File: src/rtl/decrypt_arbiter.sv
// decrypt_arbiter: round-robin frame scheduler sharing one decrypt_unit between two channels
module decrypt_arbiter #(
   parameter int LEN_W   = 8,
   parameter int DEC_LAT = 2
) (
   input  logic             i_clk,
   input  logic             i_rst_n,
   input  logic [1:0]       i_req,
   input  logic [LEN_W-1:0] i_len0,
   input  logic [LEN_W-1:0] i_len1,
   input  logic [31:0]      i_cfg0,
   input  logic [31:0]      i_cfg1,
   input  logic [7:0]       i_din0,
   input  logic [7:0]       i_din1,
   input  logic [1:0]       i_dvalid,
   output logic [1:0]       o_rdy,
   output logic [1:0]       o_gnt,
   output logic [7:0]       o_dout,
   output logic [1:0]       o_vout,
   output logic [1:0]       o_done,
   output logic             o_dec_rst,
   output logic             o_dec_en,
   output logic [7:0]       o_dec_din,
   output logic [7:0]       o_dec_k1,
   output logic [7:0]       o_dec_k2,
   output logic [7:0]       o_dec_k3,
   output logic [2:0]       o_dec_rot_freq,
   output logic             o_dec_shift_en,
   output logic [2:0]       o_dec_shift_amt,
   output logic             o_dec_mode,
   input  logic [7:0]       i_dec_dout,
   input  logic             i_dec_v
);
   typedef enum logic [2:0] {S_IDLE, S_CLEAR, S_RUN, S_DRAIN, S_DONE} state_t;
   state_t           r_state, w_next;
   logic             r_g, r_last, r_dec_rst;
   logic [LEN_W-1:0] r_len, r_cnt;
   logic [31:0]      r_cfg;
   logic [3:0]       r_dr;
   logic             w_win, w_busy, w_rdy, w_dv, w_xfer;
   logic [1:0]       w_sel;
   logic [7:0]       w_din;
   assign w_win  = (&i_req) ? ~r_last : i_req[1];
   assign w_busy = r_state != S_IDLE;
   assign w_sel  = r_g ? 2'b10 : 2'b01;
   assign w_din  = r_g ? i_din1 : i_din0;
   assign w_dv   = r_g ? i_dvalid[1] : i_dvalid[0];
   assign w_rdy  = (r_state == S_RUN) && (r_cnt < r_len);
   assign w_xfer = w_rdy & w_dv;
   assign o_dec_rst = r_dec_rst;
   assign {o_dec_mode, o_dec_shift_en, o_dec_shift_amt, o_dec_rot_freq, o_dec_k1, o_dec_k2, o_dec_k3} = r_cfg;
   // state register
   always_ff @(posedge i_clk or negedge i_rst_n)
      if (!i_rst_n) r_state <= S_IDLE;
      else          r_state <= w_next;
   // next state: drain holds DEC_LAT+1 cycles so the last result is delivered before done
   always_comb begin
      w_next = r_state;
      case (r_state)
         S_IDLE:  w_next = (|i_req) ? S_CLEAR : S_IDLE;
         S_CLEAR: w_next = (|r_len) ? S_RUN : S_DONE;
         S_RUN:   w_next = (w_xfer && r_cnt == r_len - 1'b1) ? S_DRAIN : S_RUN;
         S_DRAIN: w_next = (r_dr == 4'(DEC_LAT)) ? S_DONE : S_DRAIN;
         S_DONE:  w_next = S_IDLE;
         default: w_next = S_IDLE;
      endcase
   end
   // frame context latched at grant, byte/drain counters, round-robin history, unit reset pulse
   always_ff @(posedge i_clk or negedge i_rst_n) begin
      if (!i_rst_n) begin
         r_g       <= 1'b0;
         r_last    <= 1'b1;
         r_len     <= '0;
         r_cfg     <= '0;
         r_cnt     <= '0;
         r_dr      <= '0;
         r_dec_rst <= 1'b0;
      end else begin
         r_dec_rst <= w_next != S_CLEAR;
         if (r_state == S_IDLE && |i_req) begin
            r_g   <= w_win;
            r_len <= w_win ? i_len1 : i_len0;
            r_cfg <= w_win ? i_cfg1 : i_cfg0;
         end
         r_cnt <= (r_state == S_CLEAR) ? '0 : r_cnt + LEN_W'(w_xfer);
         r_dr  <= (r_state == S_DRAIN) ? r_dr + 4'd1 : 4'd0;
         if (r_state == S_DONE) r_last <= r_g;
      end
   end
   // outputs steered to the owning channel only
   always_comb begin
      o_gnt     = w_busy ? w_sel : 2'b00;
      o_rdy     = w_rdy ? w_sel : 2'b00;
      o_vout    = (w_busy & i_dec_v) ? w_sel : 2'b00;
      o_done    = (r_state == S_DONE) ? w_sel : 2'b00;
      o_dec_en  = w_xfer;
      o_dec_din = (r_state == S_RUN) ? w_din : 8'h00;
      o_dout    = w_busy ? i_dec_dout : 8'h00;
   end
endmodule

File: config.mk
export PLATFORM = sky130hd
export DESIGN_NAME = decrypt_arbiter
export DESIGN_NICKNAME = d
export VERILOG_FILES = /design/src/rtl/decrypt_arbiter.sv
export SDC_FILE = /design/constraint.sdc
export NUM_CORES = 1
export LEC_CHECK = 0
export BUFFER_PORTS_ARGS = -buffer_cell sky130_fd_sc_hd__buf_2
export CORE_UTILIZATION = 41
export CTS_CLUSTER_DIAMETER = 60
export DETAILED_ROUTE_END_ITERATION = 6
export GPL_ROUTABILITY_DRIVEN = 0
export PLACE_DENSITY = 0.87
export SLEW_MARGIN = 20
export SYNTH_ARGS = -nofsm -noshare
export SYNTH_HDL_FRONTEND = slang
export SYNTH_SLANG_ARGS = --single-unit
File: constraint.sdc
create_clock -name i_clk -period 2.2 [get_ports i_clk]
set_input_delay 0.66 -clock i_clk [delete_from_list [all_inputs] [get_ports i_clk]]
set_output_delay 0.66 -clock i_clk [all_outputs]
set_load 0.01 [all_outputs]
## Yosys cells after proc, flatten, opt, wreduce, memory -nomap -nowiden

Index checks and enable logic that the tools add are counted.

- Word-level logic and storage cells: 49
- Memory bits (read-only): 0
- Register bits after elaboration: 58
- RAM bits: 0
- Bits in latches: 0
- Memories: 0

- Add/subtract/negate cells: 3
- Bitwise gates (word level): 3
- $lt $le $gt $ge: 1
- Shift operators: 0
- Equality and inequality tests: 7
- Div/mod/pow operators: 0
- Reduce and logical (&&, ||, !) cells: 8
- Multipliers: 0
- Multiplexer cells: 19

Operator list:

| kind | number |
|---|---|
| $mux W8 | 5 |
| $mux W32 | 1 |
| $pmux W3 S4 | 1 |
| $mux W2 | 5 |
| $add A8 B1 Y8 | 1 |
| $eq A8 B8 Y1 | 1 |
| $lt A8 B8 Y1 | 1 |
| $reduce_or A8 Y1 | 1 |
| $sub A8 B1 Y8 const B | 1 |
| $eq A3 B2 Y1 const B | 2 |
| $mux W3 | 2 |
| $add A4 B1 Y4 const B | 1 |
| $eq A4 B2 Y1 const B | 1 |
| $mux W1 | 4 |
| $mux W4 | 1 |
| $eq A3 B1 Y1 const B | 1 |
| $eq A3 B3 Y1 const B | 1 |
| $logic_and A1 B1 Y1 | 3 |
| $logic_not A3 Y1 | 1 |
| $ne A3 B1 Y1 const B | 1 |
| $reduce_bool A3 Y1 | 1 |
| $and A1 B1 Y1 | 2 |
| $reduce_and A2 Y1 | 1 |
| $reduce_or A2 Y1 | 1 |
| $not A1 Y1 | 1 |

## Logic depth before layout (Yosys ltp)

- Word-level depth: 7
- Gate-level depth with buffers: 12
- Mapped depth without buffers: 12

## Worst setup path after synthesis

Ideal clock, no wire load.

- Path kind: register to register
- Start point: register r_len[1]
- End point: register r_cnt[6]
- Period minus slack after synthesis: 2.361 ns
- Arrival: 2.222 ns
- Setup time: 0.139 ns
- Slack: -0.161 ns
- Required time: 2.061 ns
- Cell stages (with the launch flop): 13
- Cells stage by stage: dfrtp_1 -> inv_1 -> ha_1 -> nor2b_1 -> o211ai_1 -> a21oi_1 -> or2_2 -> nor2_1 -> ha_1 -> ha_1 -> nand3_1 -> xor2_1 -> nor2_1

- Longest elaborated chain between the ends: 5

RTL lines:

| element | line | text |
|---|---|---|
| from (decl) | 37 | `logic [LEN_W-1:0] r_len, r_cnt;` |
| from (signal assigned) | 82 | `r_len <= w_win ? i_len1 : i_len0;` |
| $lt A8 B8 Y1 | 48 | `assign w_rdy = (r_state == S_RUN) && (r_cnt < r_len);` |
| $logic_and A1 B1 Y1 | 48 |  |
| $and A1 B1 Y1 | 49 | `assign w_xfer = w_rdy & w_dv;` |
| named net o_dec_en | 22 | `output logic o_dec_en,` |
| $add A8 B1 Y8 | 85 | `r_cnt <= (r_state == S_CLEAR) ? '0 : r_cnt + LEN_W'(w_xfer);` |
| $mux W8 | 85 |  |
| to (signal assigned) | 85 |  |
| to (decl) | 37 |  |

The timed path passes the listed nets, and every way through them passes these cells.
A chain may end at the register's enable or synchronous reset.

## Worst setup path after layout

- Start point: register r_len[1]
- End point: output port o_dec_en

- Longest elaborated chain between the ends: 3

RTL lines:

| element | line |
|---|---|
| $lt A8 B8 Y1 | 48 |
| $logic_and A1 B1 Y1 | 48 |
| $and A1 B1 Y1 | 49 |
| to (decl) | 22 |

Every way passes these cells.

==> run summary <==
The flow ran to the end, but the final reports show violations. The checks that failed: negative setup slack. The number of DRC violations after detailed-routing iteration 0 is 113. Among all cell types in the netlist, the one instantiated most often is dfrtp_1. Setup repair after global routing could not meet its margin everywhere. After clock tree synthesis, the clock-pin slew on the worst setup and hold paths is 0.06 ns. The count of endpoints failing setup in the final report is 12. The post-synthesis sequential area ratio came out at 45.09%.

For this run, the share of the core covered by cells in the final layout is 64.40%. The number of port buffers came out at 168. Counting every sink on the clock net gives 58. The DRC violation count after routing came out at 0. The maximum number of pins on one net before global-route repair came out at 43.

Across all setup checks in the final design, the least slack found is -0.4589 ns. The net count of the mapped netlist came out at 460. The count of inserted antenna diode cells came out at 0. The number of fill cells is 559. The fraction of layout cells with a size suffix above 1 came out at 46.48%. The number of iterations in the first detailed-routing pass is 6.

The fmax is 376.1 MHz. The row count is 31. The clock insertion delay at the later pin of the skew report is 0.34 ns.

The stage delay of the slowest cell on the critical path is 0.39 ns. The starting density of the core is 43.49%. Traced cell by cell, the critical path runs through inv_2, ha_4, nor2b_4, o211ai_1, a21oi_2, or2_4, nor2_4, buf_6.

Wires add up to 8739 um. The number of buffers and inverters on the critical path is 2. The flop-to-flop setup slack is -0.30 ns. The async set or reset register ratio after synthesis came out at 100.0%. In this run the critical register-to-register path is captured at r_cnt[7]$_DFF_PN0_. The final max-slew violation count was 0.

Counting distinct cell types in the post-synthesis netlist gives 40. The area of the mapped netlist is 3222 um2. The warning count from the yosys run is 0. For the pin with the worst max-slew slack, the measured transition is 0.6141 ns. The critical path data arrival time is 2.00 ns.

The number of clock buffers inserted by TritonCTS came out at 9. The critical path in this run is classified as reg -> out. The die height is 90.65 um. The count of final hold-check violations came out at 0.

The worst setup path is captured at an output pin. The number of enable flip-flop cells after synthesis is 0. In this run the clock root is driven by a clkbuf_8.

The initial antenna violation count is 0. Global routing used 21.53% of the available tracks. Among all flip-flop cells after synthesis, the most frequent one is dfrtp_1.

The kind of cell with the highest combined delay along the critical path is simple AND/OR/NAND/NOR gates. By area the synthesized netlist is led by dfrtp_1 44%, mux2i_1 15%, o21ai_0 6.4%. The clock passes through at most 2 buffers. The slowest stage of the critical path belongs to the cell dfrtp_1. The number of global-route vias before repair is 3181. The layout-stage area growth over the synthesis result came out at 48.08%. Ranked by instance count, the synthesized netlist is headed by 57 x dfrtp_1, 49 x mux2i_1, 45 x nand2_1, 41 x o21ai_0, 29 x nor2_1. After layout, the worst path uses 120.9% of the clock period.

TritonCTS built the clock tree. The synthesized design devotes to its leading area cell type 44.27% of total area. The first global-routing pass estimated 14120 um of wire.

The analysis attributes to cell leakage a power of 2.523 nW. The combined area of the multi-input logic cells is 1821 um2. The hold buffer count at cts is 0. For this design the ratio of total power to cell area is 1217 nW/um2.

Once layout is done, the placed cells without fillers occupy 4771 um2. The area of the die came out at 8217 um2. The sort of element at the start of the critical path is a flop. The worst clock skew came out at 0.008672 ns. The number of max-cap violations is 0.

The number of H-tree levels is 3. The average via count per standard cell is 4.975. The number of cells traversed by the worst register-to-register path came out at 14. The top-level I/O count is 169.

The required time at the worst-slack endpoint is 1.54 ns. The per-instance average area after synthesis is 9.589 um2. The sequential cell area came out at 1455 um2. The cell type with the highest aggregate area in the netlist is dfrtp_1. The die is 90.65 um wide. In this run, synthesis produced a sequential element count of 58.

The worst min-delay path class is in -> async. The placed cell area came out at 4328 um2. The peak supply drop came out at 0.0005278 V. The HPWL after detailed placement is 6401 um. The vias after detailed routing came out at 3179. The floorplan step defined a core boundary enclosing 7408 um2.

Synthesis produced 336 cells. The startpoint identified for the worst register-to-register timing path is r_len[1]$_DFFE_PN0P_. The total grt overflow is 0. The smallest clock period supported by the final layout is computed as 2.659 ns. The count of nets left with antenna violations after detail routing came out at 0.

The wire length per cell after detailed routing is 13.68 um. The highest fanout seen on the critical path is 3. The total number of nets in the final design came out at 659. The worst pin sits at a relative slew slack of 58.88%.
routing by layer:
layer / global-route usage [%] / vias up / wire length, um
li1: - / 1550 / -
met2: 40.03 / 148 / 4367
met5: 0 / - / 0
met4: 9.812 / 0 / 282
met1: 23.23 / 1456 / 3485
met3: 4.377 / 25 / 603
area by class of cell:
type / instances / area share, %
timing repair buffer: 204 / 24.23
sequential: 58 / 30.50
clock buffer: 13 / 3.121
clock inverter: 3 / 0.3672
tap: 99 / 2.596
inverter: 13 / 1.023
multi-input combinational: 249 / 38.16
power breakdown:
group / internal [mW] / switching [mW]
Clock: 0.436 / 0.403
Combinational: 1.48 / 1.67
Sequential: 1.52 / 0.292
Total: 3.44 / 2.37
how the worst max path moves through the flow:
stage / startpoint / to / slack [ns] / cells after the start
CTS: r_len[1]$_DFFE_PN0P_ / o_rdy[1] / -0.38 / 8
detailed placement: r_len[1]$_DFFE_PN0P_ / r_cnt[4]$_DFF_PN0_ / -0.09 / 12
floorplan: r_len[1]$_DFFE_PN0P_ / r_cnt[7]$_DFF_PN0_ / 0.0006 / 12
finish: r_len[1]$_DFFE_PN0P_ / o_dec_en / -0.46 / 8
global placement: r_len[1]$_DFFE_PN0P_ / r_cnt[7]$_DFF_PN0_ / -0.03 / 12
global route: r_len[1]$_DFFE_PN0P_ / o_dec_en / -0.53 / 8
cells by family after synthesis:
| family | synth area share (%) |
|---|---|
| muxes | 15.22 |
| adders and majority gates | 5.049 |
| and+or+nand+nor | 15.77 |
| AOI/OAI and AO/OA | 9.787 |
| DFF | 45.09 |
| xor gates and xnor gates | 5.165 |
| buffers and inverters | 3.922 |
metrics by stage:
step                total power [mW]  hold slack [ns]  cells  setup TNS, ns  setup WS [ns]
global route                   6.254           0.3069    639         -4.388        -0.5278
floorplan                      3.475           0.3644    336              0      0.0005651
detailed placement             4.549           0.4650    610        -0.2858       -0.09374
global placement               4.421           0.4595    610       -0.06599       -0.02851
finish                         5.806           0.2768    639         -3.042        -0.4589
CTS                            5.615           0.2787    634         -1.513        -0.3836
registers in the layout, summed over array words and instances, names as in the netlist:
signal and count:
o_dec_rst 1, r_cfg 32, r_cnt 8, r_dr 4
r_g 1, r_last 1, r_len 8, r_state 3
repair_timing:
action,in CTS,in global routing
gates resized for setup,24,15
gates cloned,1,0
endpoints found under the setup margin,19,29
setup buffers,7,6
pin swaps,18,21
placed cells by master, fill, tap and decap left out, types with 22 or more instances in the layout:
cell,n
buf_4,28
dfrtp_1,55
nor2_1,22
mux2i_1,49
buf_2,167
o21ai_0,41
nand2_1,45
Power figures use the tool's default switching activity.
